$ cat src/rtl/uart_rx.sv
// uart_rx: 8N1 serial receiver with 2-flop synchronizer, mid-bit sampling and frame-error detection
module uart_rx #(
    parameter int BAUD_RATE = 115200,
    parameter int CLK_HZ    = 25000000
) (
    input  logic       i_Clk,
    input  logic       i_reset,
    input  logic       i_rx_serial,
    output logic [7:0] o_data,
    output logic       o_rx_done,
    output logic       o_frame_err,
    output logic       o_busy
);
    localparam int CLKS_PER_BIT = CLK_HZ / BAUD_RATE;
    localparam int HALF_BIT     = CLKS_PER_BIT / 2;
    localparam int CNT_W        = (CLKS_PER_BIT > 2) ? $clog2(CLKS_PER_BIT) : 1;
    localparam logic [CNT_W-1:0] CNT_BIT_END  = CNT_W'(CLKS_PER_BIT - 1);
    localparam logic [CNT_W-1:0] CNT_HALF_END = CNT_W'(HALF_BIT - 1);
    localparam logic [CNT_W-1:0] CNT_ONE      = CNT_W'(1);

    typedef enum logic [1:0] {IDLE, START, DATA, STOP} state_t;

    state_t           state_q, state_d;
    logic [CNT_W-1:0] cnt_q, cnt_d;
    logic [2:0]       idx_q, idx_d;
    logic [7:0]       shift_q, shift_d;
    logic [7:0]       data_q, data_d;
    logic             done_q, done_d;
    logic             ferr_q, ferr_d;
    logic             wait_q, wait_d;
    logic [1:0]       sync_q, sync_d;
    logic             rx_s;

    assign sync_d      = {sync_q[0], i_rx_serial};
    assign rx_s        = sync_q[1];
    assign o_data      = data_q;
    assign o_rx_done   = done_q;
    assign o_frame_err = ferr_q;
    assign o_busy      = state_q != IDLE;

    // Register file; the synchronizer resets to the idle-high line level so release never looks like a start bit
    always_ff @(posedge i_Clk or posedge i_reset) begin
        if (i_reset) begin
            state_q <= IDLE;
            cnt_q   <= '0;
            idx_q   <= '0;
            shift_q <= '0;
            data_q  <= '0;
            done_q  <= 1'b0;
            ferr_q  <= 1'b0;
            wait_q  <= 1'b0;
            sync_q  <= 2'b11;
        end else begin
            state_q <= state_d;
            cnt_q   <= cnt_d;
            idx_q   <= idx_d;
            shift_q <= shift_d;
            data_q  <= data_d;
            done_q  <= done_d;
            ferr_q  <= ferr_d;
            wait_q  <= wait_d;
            sync_q  <= sync_d;
        end
    end

    // Next-state logic; wait_q blocks a restart after a low stop bit until the line has been seen high again
    always_comb begin
        state_d = state_q;
        cnt_d   = cnt_q;
        idx_d   = idx_q;
        shift_d = shift_q;
        data_d  = data_q;
        done_d  = 1'b0;
        ferr_d  = 1'b0;
        wait_d  = wait_q;
        case (state_q)
            IDLE: begin
                if (rx_s) begin
                    wait_d = 1'b0;
                end else if (!wait_q) begin
                    cnt_d   = '0;
                    state_d = START;
                end
            end
            START: begin
                if (cnt_q == CNT_HALF_END) begin
                    cnt_d   = '0;
                    idx_d   = '0;
                    state_d = rx_s ? IDLE : DATA;
                end else begin
                    cnt_d = cnt_q + CNT_ONE;
                end
            end
            DATA: begin
                if (cnt_q == CNT_BIT_END) begin
                    shift_d[idx_q] = rx_s;
                    cnt_d          = '0;
                    idx_d          = idx_q + 3'd1;
                    state_d        = (idx_q == 3'd7) ? STOP : DATA;
                end else begin
                    cnt_d = cnt_q + CNT_ONE;
                end
            end
            STOP: begin
                if (cnt_q == CNT_BIT_END) begin
                    cnt_d   = '0;
                    data_d  = rx_s ? shift_q : data_q;
                    done_d  = rx_s;
                    ferr_d  = !rx_s;
                    wait_d  = !rx_s;
                    state_d = IDLE;
                end else begin
                    cnt_d = cnt_q + CNT_ONE;
                end
            end
            default: state_d = IDLE;
        endcase
    end
endmodule
$ cat config.mk
export PLATFORM = sky130hd
export DESIGN_NAME = uart_rx
export DESIGN_NICKNAME = d
export VERILOG_FILES = /design/src/rtl/uart_rx.sv
export SDC_FILE = /design/constraint.sdc
export NUM_CORES = 1
export LEC_CHECK = 0
export ABC_AREA = 0
export ABC_CLOCK_PERIOD_IN_PS = 2600
export BUFFER_PORTS_ARGS = -buffer_cell sky130_fd_sc_hd__buf_2
export CORE_ASPECT_RATIO = 1.4
export CORE_MARGIN = 5
export CORE_UTILIZATION = 48
export DETAILED_ROUTE_END_ITERATION = 16
export HOLD_SLACK_MARGIN = 0.08
export PLACE_DENSITY = 0.71
export SYNTH_ARGS = -nofsm -noshare
export SYNTH_HDL_FRONTEND = slang
export SYNTH_SLANG_ARGS = --single-unit
$ cat constraint.sdc
create_clock -name i_Clk -period 2.6 [get_ports i_Clk]
set_clock_uncertainty 0.1 [all_clocks]
set_input_delay 0.65 -clock i_Clk [delete_from_list [all_inputs] [get_ports i_Clk]]
set_output_delay 0.65 -clock i_Clk [all_outputs]
set_load 0.01 [all_outputs]
==> run_results.csv <==
group,metric,value,unit
final_layout,antenna_cells,0,
synthesis,syn_nets,149,
clock_tree,cts.sinks,34,
synthesis,synthAdderAreaFrac,0.0305,
clock_tree,cts_tree,"done",
global_route,grt_max_degree,35,
synthesis,synth_edf_count,0,
timing,fin_crit_sh,0.745,
critical_path,cp-end-kind,"output pin",
synthesis,muxShareOfSynthArea,0.122,
critical_path,crit_chain,"nor2_1 > inv_1 > buf_2",
synthesis,synthArstFlopShare,1.00,
worst_hold_path,min-delay-start,"sync_q[0]",
timing,timing.final.hold_violations,0,
final_layout,n_fill_cell,284,
synthesis,yosysSeqAreaShare,0.520,
timing,setup_tns,0,ps
routing,postRouteAntennaNets,0,
global_route,grtUsageMet1,0.159,
synthesis,netlist_area,1640,um^2
floorplan,core-area,3350,um^2
final_layout,design_area,1820,um^2
clock_tree,htreeDepth,2,
floorplan,fp-row-count,25,
pwr,peakVddDrop,337,uV
clock_tree,worstSkewPairLatency,280,ps
critical_path,critPathKind,"reg -> out",
clock_tree,clk_pin_slew_worst_paths,60,ps
routing,wl_per_cell,15.1,um
critical_path,worstReg2RegStart,"cnt_q[2]",
routing,finalWirelength,3.04,mm
timing,slew_viol_final,0,
pwr,p_int,724,uW
synthesis,syn_avg_cell_area,11.6,um^2
global_route,grt_util_all_layers,0.145,
placement,portBuffers,13,
critical_path,crit_buf_inv,2,
critical_path,critPathMaxFanout,12,
worst_hold_path,hp-class,"reg -> reg",
timing,rsz0062_at_grt,"false",
critical_path,required,1850,ps
run,max_cap_violations,0,
global_route,use_met2,0.258,
final_layout,areaGrowthSynthToFinish,11.0,%
run_status,status,"complete, no violations",
final_layout,nNetsFinal,167,
final_layout,drive_gt1_frac,0.273,
pwr,p_sw_frac,0.200,
timing,worstMarginPinSlew,583,ps
critical_path,cp_data_arrival_time,1190,ps
global_route,grt_pass1_wl,5.27,mm
routing,vias,1142,
pwr,power.share.clock,0.396,
synthesis,ys_ff_latch,34,
routing,route.detailed.drc,0,
clock_tree,cts_root_buf,"clkbuf_8",
timing,whs,258,ps
synthesis,synth.distinct_cells,42,
synthesis,synth_warnings,0,
global_route,antenna_found_initial,0,
critical_path,worst_path_largest_cell_delay,490,ps
clock_tree,hold_buffers,0,
timing,setup_viol,0,
routing,drtIter0Drc,36,
timing,final.min_clock_period,1940,ps
placement,routabilityCongestion,0.847,
synthesis,synth_simple_gate_area_frac,0.165,
critical_path,crit_family,"flip-flops",
pwr,switching_power,181,uW
timing,clock.fmax,0.517,GHz
timing,relSlewSlack,0.611,
global_route,grt_pass1_vias,1171,
routing,firstDrtPassIters,4,
routing,vias_per_cell,5.68,
pwr,pwr-share-comb,0.014,
floorplan,dieWidth,59.4,um
synthesis,synth_compound_area_frac,0.104,
floorplan,ios,14,
pwr,p_per_area,497,nW/um^2
synthesis,ys_top_cells_by_count,"dfrtp_1, mux2_2, inv_1",
clock_tree,numCtsBuffers,5,
pwr,seq_power_share,0.591,
synthesis,syn_inst,142,
placement,post_dp_cell_area,1740,um^2
global_route,top_usage_layer,"met2",
synthesis,ys.flop_type,"dfrtp_1",
synthesis,synth_top_area_frac,0.488,
synthesis,yosys-top-cells-area,"dfrtp_1, mux2_2, dfstp_2",
pwr,p_leak,0.875,nW
synthesis,yosysTopAreaCell,"dfrtp_1",
global_route,met3_usage,0.0455,
synthesis,synth_top_family_by_area,"simple AND/OR/NAND/NOR gates",
critical_path,critPathLaunch,"state_q[0]",
critical_path,slowest_stage,"dfrtp_1",
floorplan,dieArea,4710,um^2
placement,hpwl,2.22,mm
floorplan,die_height,79.2,um
clock_tree,cts_setup_buffers,0,
floorplan,start_util,0.490,
clock_tree,ctsResizeCount,0,
clock_tree,clock_path_buffers,2,
synthesis,yosysMostFrequentCell,"dfrtp_1",
critical_path,cp-start-kind,"register",
global_route,grt_overflow,0,
synthesis,synthXorXnorAreaFrac,0.0160,
## cell usage in the layout (no fill, tap or decap), types with 5 or more instances in the layout
master	n
inv_1	10
clkbuf_8	5
buf_2	13
nor2_1	9
dfrtp_1	32
mux2_2	12
nand2_1	9
nand4_1	8
o22ai_1	5
o21ai_0	7
## flip-flops by register name (all words and copies together), names as in the netlist, named ones only
register / cells
cnt_q: 8
idx_q: 3
o_data: 8
o_frame_err: 1
o_rx_done: 1
shift_q: 8
state_q: 1
sync_q: 2
wait_q: 1
## stage by stage
step	util	cells	total power, mW	setup WS [ps]
after floorplan	-	142	0.552	683
after global placement	0.520	193	0.558	714
after detailed placement	0.520	193	0.558	668
after CTS	0.544	201	0.921	649
after global routing	0.544	201	0.945	524
final	0.544	201	0.906	664
## power by group through the flow
| stage | sequential [mW] | combinational (mW) | clock (mW) |
|---|---|---|---|
| floorplan | 0.542 | 0.00941 | 0 |
| global placement | 0.545 | 0.0130 | 0 |
| detailed placement | 0.545 | 0.0135 | 0 |
| CTS | 0.535 | 0.0135 | 0.373 |
| global route | 0.535 | 0.0150 | 0.395 |
| finish | 0.535 | 0.0124 | 0.358 |
## logic make-up (layout without fill, tap and decap cells)
| kind of cell | after synthesis | count (layout) |
|---|---|---|
| compound gates | 23 | 23 |
| flops | 34 | 34 |
| xor+xnor | 3 | 3 |
| fa+ha+maj | 4 | 4 |
| simple gates | 45 | 45 |
| mux | 18 | 18 |
| buf+inv | 15 | 34 |
## final timing paths
path | depth (start not counted) | endpoint | slack (ps)
max | 3 | o_busy | 660
min | 0 | sync_q[1] | 260
max reg2reg | 4 | cnt_q[7] | 660
min reg2reg | 0 | sync_q[1] | 260
max in group asynchronous | 3 | sync_q[1] | 1720
min in group asynchronous | 3 | cnt_q[2] | 350
## layout make-up
type / count / area [um^2] / area share
Clock buffer: 8 / 80.1 / 0.0440
Inverter: 11 / 41.3 / 0.0227
Multi-Input combinational cell: 93 / 717 / 0.394
Sequential cell: 34 / 853 / 0.468
Tap cell: 40 / 50.0 / 0.0275
Timing Repair Buffer: 15 / 80.1 / 0.0440
## layer usage
metal	vias up	share of wire
met5	-	0
met4	0	0.013
met3	8	0.045
met2	29	0.55
met1	565	0.39
li1	540	-
Power figures use the tool's default switching activity.
